==> src/rtl/iobus_pkg.sv <==
`default_nettype none
// ============================================================================
// Module      : iobus_pkg
// Description : Shared constants and state encoding for the 16-bit peripheral
//               register bus. Future bus peripherals reuse these definitions.
// Revision    : 1.0 - initial release
// ============================================================================
package iobus_pkg;

    localparam int IOB_AW = 16;   // bus address width
    localparam int IOB_DW = 16;   // bus data width

    // Access sequencer states
    typedef enum logic [1:0] {
        IOB_IDLE  = 2'd0,
        IOB_ISSUE = 2'd1,
        IOB_WAIT  = 2'd2,
        IOB_DONE  = 2'd3
    } iob_state_t;

endpackage
`default_nettype wire

==> src/rtl/rr_arb2.sv <==
`default_nettype none
// ============================================================================
// Module      : rr_arb2
// Description : Two-way round-robin pick. Purely combinational; the caller
//               owns the last_grant history register.
// Ports       : req[1:0]   - request vector (bit i = master i)
//               last_grant - index of the most recently served master
//               grant      - index of the selected master
//               valid      - at least one request present
// Revision    : 1.0 - initial release
// ============================================================================
module rr_arb2 (
    input  logic [1:0] req,
    input  logic       last_grant,
    output logic       grant,
    output logic       valid
);

    // A single requester wins outright; on a tie the master that was not
    // served last goes next.
    always_comb begin
        grant = req[1];
        if (req == 2'b11) begin
            grant = ~last_grant;
        end
    end

    assign valid = |req;

endmodule
`default_nettype wire

==> src/rtl/iobus_arb.sv <==
`default_nettype none
// ============================================================================
// Module      : iobus_arb
// Description : Two-master round-robin arbiter for the shared peripheral
//               register bus (m0 = j1 I/O port, m1 = JTAG debug master).
//               Each grant issues one strobe, waits for s_ready and guards
//               the wait with a timeout that returns ERR_DATA.
// Ports       : clk, reset            - clock, synchronous active-high reset
//               m*_req/we/addr/wdata  - master request side
//               m*_ack/rdata          - master completion side
//               s_addr/wdata/re/we    - peripheral access (registered)
//               s_rdata/s_ready       - peripheral response
//               busy                  - sequencer not idle
//               timeout_err           - sticky timeout flag
// Revision    : 1.0 - initial release
// ============================================================================
module iobus_arb
    import iobus_pkg::*;
#(
    parameter int unsigned        TIMEOUT  = 255,
    parameter logic [IOB_DW-1:0]  ERR_DATA = 16'hDEAD
) (
    input  logic              clk,
    input  logic              reset,
    input  logic              m0_req,
    input  logic              m0_we,
    input  logic [IOB_AW-1:0] m0_addr,
    input  logic [IOB_DW-1:0] m0_wdata,
    output logic              m0_ack,
    output logic [IOB_DW-1:0] m0_rdata,
    input  logic              m1_req,
    input  logic              m1_we,
    input  logic [IOB_AW-1:0] m1_addr,
    input  logic [IOB_DW-1:0] m1_wdata,
    output logic              m1_ack,
    output logic [IOB_DW-1:0] m1_rdata,
    output logic [IOB_AW-1:0] s_addr,
    output logic [IOB_DW-1:0] s_wdata,
    output logic              s_re,
    output logic              s_we,
    input  logic [IOB_DW-1:0] s_rdata,
    input  logic              s_ready,
    output logic              busy,
    output logic              timeout_err
);

    localparam logic [7:0] c_TIMEOUT = TIMEOUT[7:0];

    iob_state_t        r_state;
    logic              r_grant;
    logic              r_last_grant;
    logic [7:0]        r_cnt;

    logic              w_grant;
    logic              w_valid;
    logic              w_tmo;
    logic              w_fin;
    logic [IOB_DW-1:0] w_fin_data;

    rr_arb2 u_rr_arb2 (
        .req        ({m1_req, m0_req}),
        .last_grant (r_last_grant),
        .grant      (w_grant),
        .valid      (w_valid)
    );

    // s_ready is honoured in ISSUE as well as WAIT; the timeout only fires in
    // WAIT and loses to a simultaneous s_ready.
    assign w_tmo      = (r_state == IOB_WAIT) && !s_ready && (r_cnt == 8'd0);
    assign w_fin      = ((r_state == IOB_ISSUE) || (r_state == IOB_WAIT)) &&
                        (s_ready || w_tmo);
    assign w_fin_data = s_ready ? s_rdata : ERR_DATA;

    always_ff @(posedge clk) begin
        if (reset) begin
            r_state      <= IOB_IDLE;
            r_grant      <= 1'b0;
            r_last_grant <= 1'b1;
            r_cnt        <= 8'd0;
            m0_ack       <= 1'b0;
            m1_ack       <= 1'b0;
            m0_rdata     <= '0;
            m1_rdata     <= '0;
            s_addr       <= '0;
            s_wdata      <= '0;
            s_re         <= 1'b0;
            s_we         <= 1'b0;
            busy         <= 1'b0;
            timeout_err  <= 1'b0;
        end else begin
            // Strobes and acks are single-cycle pulses.
            m0_ack <= 1'b0;
            m1_ack <= 1'b0;
            s_re   <= 1'b0;
            s_we   <= 1'b0;

            case (r_state)
                IOB_IDLE: begin
                    if (w_valid) begin
                        r_grant <= w_grant;
                        s_addr  <= w_grant ? m1_addr  : m0_addr;
                        s_wdata <= w_grant ? m1_wdata : m0_wdata;
                        s_we    <= w_grant ? m1_we    : m0_we;
                        s_re    <= w_grant ? ~m1_we   : ~m0_we;
                        // Counter holds TIMEOUT during ISSUE and reaches 0
                        // in the last WAIT cycle, TIMEOUT cycles after the
                        // strobe.
                        r_cnt   <= c_TIMEOUT;
                        busy    <= 1'b1;
                        r_state <= IOB_ISSUE;
                    end
                end

                IOB_ISSUE, IOB_WAIT: begin
                    if (w_fin) begin
                        if (r_grant) begin
                            m1_ack   <= 1'b1;
                            m1_rdata <= w_fin_data;
                        end else begin
                            m0_ack   <= 1'b1;
                            m0_rdata <= w_fin_data;
                        end
                        if (w_tmo) begin
                            timeout_err <= 1'b1;
                        end
                        r_state <= IOB_DONE;
                    end else begin
                        // Saturate so TIMEOUT = 0 still times out.
                        if (r_cnt != 8'd0) begin
                            r_cnt <= r_cnt - 8'd1;
                        end
                        r_state <= IOB_WAIT;
                    end
                end

                IOB_DONE: begin
                    r_last_grant <= r_grant;
                    busy         <= 1'b0;
                    r_state      <= IOB_IDLE;
                end

                default: begin
                    busy    <= 1'b0;
                    r_state <= IOB_IDLE;
                end
            endcase
        end
    end

endmodule
`default_nettype wire

==> config.mk <==
export PLATFORM = sky130hd
export DESIGN_NAME = iobus_arb
export DESIGN_NICKNAME = d
export VERILOG_FILES = /design/src/rtl/iobus_pkg.sv /design/src/rtl/rr_arb2.sv /design/src/rtl/iobus_arb.sv
export SDC_FILE = /design/constraint.sdc
export NUM_CORES = 1
export LEC_CHECK = 0
export CORE_ASPECT_RATIO = 1.1
export CORE_MARGIN = 10
export CORE_UTILIZATION = 38
export DETAILED_ROUTE_END_ITERATION = 8
export PLACE_DENSITY_LB_ADDON = 0.08
export SETUP_SLACK_MARGIN = 0.15
export SLEW_MARGIN = 20
export SYNTH_ARGS = -nofsm -noshare
export SYNTH_HDL_FRONTEND = slang
export SYNTH_SLANG_ARGS = --single-unit
==> constraint.sdc <==
create_clock -name clk -period 1.8 [get_ports clk]
set_input_delay 0.18 -clock clk [delete_from_list [all_inputs] [get_ports clk]]
set_output_delay 0.18 -clock clk [all_outputs]
set_load 0.02 [all_outputs]
==> flow_metrics.tcl <==
set metrics [dict create \
    core_um2 9350 \
    swShare_pct 39.7 \
    n_antenna_cell 0 \
    critPathLaunchType "flop" \
    setup_viol 0 \
    worstMarginPinSlew_ps 338 \
    rr_endpoint "r_cnt[2]" \
    synthXorXnorAreaFrac_pct 0 \
    ff2ff_setup_slack_ps 100 \
    switching_power_uw 3340 \
    finalMaxSlewViolations 0 \
    synthFlopType "dfxtp_1" \
    leakage_uw 0.00219 \
    hold_depth 2 \
    final_common_cell "clkdlybuf4s50_1" \
    cp.arrival_ps 1940 \
    p_int_uw 5080 \
    synth-adder-area-share_pct 1.38 \
    syn_to_final_growth_pct 62.8 \
    maxClockFrequency_mhz 588 \
    clockBufferDepth 2 \
    io_buffers 156 \
    ys_types 43 \
    powerDensity_nw_per_um2 1430 \
    clock-sinks 82 \
    wl_per_cell_um 17.3 \
    drc 0 \
    min_from "reset" \
    dieArea_um2 13800 \
    nets 659 \
    initial_core_util_pct 38.7 \
    hold_path_end "s_wdata[8]" \
    period_needed_ps 1700 \
    ys_warn_count 0 \
    grt_usage_pct 15.6 \
    synth.area.top_cells "dfxtp_1 45%, mux2i_1 9.4%, a211oi_1 7.7%, a21oi_1 5.4%, o21a_1 4.8%" \
    io_pins 157 \
    ant_nets 0 \
    rsz0062_at_grt "true" \
    finalCritPeriodShare_pct 94.5 \
    ys_seq_area_share_pct 45.4 \
    grt_max_degree 60 \
    yosysTopAreaCellShare_pct 45.4 \
    vias 3622 \
    synthCells 396 \
    drtPass1Iterations 4 \
    most-common-layout-cells "155 x clkdlybuf4s50_1, 80 x dfxtp_1, 41 x nor2_1" \
    syn_avg_cell_area_um2 9.14 \
    root_buffer "clkbuf_8" \
    outcome "finished clean" \
    finalWirelength_mm 11.9 \
    drive_gt1_share_pct 14.5 \
    finalHoldViolations 0 \
    ys_ff_latch 82 \
    synth_top_family_by_area "compound AO/OA/AOI/OAI gates" \
    async_reset_ff_share_pct 0 \
    hp-class "in -> reg" \
    path_class "reg -> reg" \
    n_fill_cell 780 \
    die_h_um 122 \
    worst_clock_skew_ps 12.9 \
    end_kind "flop" \
    synth.cell_area_um2 3620 \
    antenna_found_initial 0 \
    combPwrFrac_pct 53.2 \
    via_per_inst 5.25 \
    fin_tns_setup_ps 0 \
    peakVddDrop_uv 700 \
    power_frac_clock_pct 16.0 \
    grt_pass1_vias 3576 \
    dieWidth_um 113 \
    rows 37 \
    ff2ff_path_depth 5 \
    postLayoutCellArea_um2 5890 \
    relSlewSlack_pct 77.3 \
    synth_mux_area_share_pct 9.40 \
    yosys.area_share.simple_pct 16.0 \
    cts_tree "built" \
    gp_congestion 0.885 \
    worstPathMaxFanout 7 \
    place_area_um2 5470 \
    grt_pass1_wl_mm 17.9 \
    clk_latency_ps 350 \
    cp_data_required_time_ps 2040 \
    synth_enable_flop_cells 0 \
    cts_buffers 9 \
    synth_top_area_cell "dfxtp_1" \
    drt-initial-drc-count 122 \
    r2r-start "r_cnt[2]" \
    gr-total-overflow 0 \
    max_cap_violations 0 \
    synth_nets 487 \
    seq_power_share_pct 30.8 \
    layout_setup_ws_ps 98.3 \
    dpl.hpwl_mm 8.59 \
    synth_compound_area_share_pct 22.9 \
    clkTransAtPathRegs_ps 90 \
    pre_cts_ws_ps -78.4 \
    cts.htree.levels 3 \
]
power by group through the flow:
stage	clock network, uW	registers (uW)	logic, uW
after global placement	0	2580	3880
after CTS	1400	2570	4060
final	1350	2600	4480
after floorplan	0	3010	1820
after global routing	1470	2650	4810
after detailed placement	0	2600	3930
through the flow:
step / utilization, % / total power, uW / std cells / hold WS (ps)
6_report: 63.0 / 8430 / 690 / 149
5_1_grt: 63.0 / 8940 / 690 / 136
4_1_cts: 61.2 / 8020 / 680 / 128
3_5_place_dp: 58.5 / 6530 / 664 / 452
3_3_place_gp: 58.5 / 6460 / 664 / 447
2_1_floorplan: - / 4830 / 396 / 344
synthesized netlist by cell type (all sizes together), types with 7 or more instances:
cell type and number:
dfxtp 82, nor2 45, a21oi 39, a211oi 37, mux2i 34, o21a 23, clkbuf 18, buf 15
o21ai 15, nor2b 14, nand3 12, nor3 12, inv 8, nand2 7
kinds of logic after synthesis:
logic type | Yosys count
compound gates | 126
simple gates | 109
flops | 82
buf+inv | 41
mux | 34
fa+ha+maj | 4
worst max path at each step:
stage,startpoint,endpoint,slack (ps),cells past startpoint
2_1_floorplan,r_cnt[0],r_cnt[5],150,6
3_3_place_gp,r_state[0],r_cnt[2],-0.3,6
3_5_place_dp,r_state[0],r_cnt[4],-80,6
4_1_cts,r_cnt[3],r_cnt[7],130,5
5_1_grt,r_cnt[2],r_cnt[2],-1,5
6_report,r_cnt[2],r_cnt[2],100,5
registers in the layout, indices dropped and copies added (netlist names):
name and count:
m0_rdata 16, m1_rdata 16, s_addr 16, s_wdata 16, r_cnt 8, r_state 2
busy 1, m0_ack 1, m1_ack 1, r_grant 1, r_last_grant 1, s_re 1
s_we 1, timeout_err 1
critical path, stage by stage, from the launching register on:
cell and delay (ps):
dfxtp_2 350, buf_6 130, or4_4 590, o21ai_4 200, nor3_2 50, nor4_1 270
layout make-up:
cell class,count,area [um^2],area share [%]
clock buffers,9,124,2.10
clock inverters,7,76.3,1.30
inverters,8,30.0,0.510
multi-input cells,275,1950,33.1
flip-flops and latches,82,1640,27.9
well taps,117,146,2.48
repair buffers,192,1920,32.6
per-layer routing:
layer,GRT usage [%],share of wire (%)
met1,16.6,39
met2,26.8,50
met3,8.25,11
met4,3.81,0.85
met5,0,0
repair_timing:
| action | 4_1_cts | 5_1_grt |
|---|---|---|
| hold buffers | 0 | 0 |
| setup endpoints to repair | 34 | 39 |
| setup buffers | 0 | 6 |
| gates resized for setup | 10 | 20 |
| hold endpoints to repair | 0 | 0 |
| gates cloned | 0 | 4 |
| pin swaps | 6 | 6 |
Power figures use the tool's default switching activity.
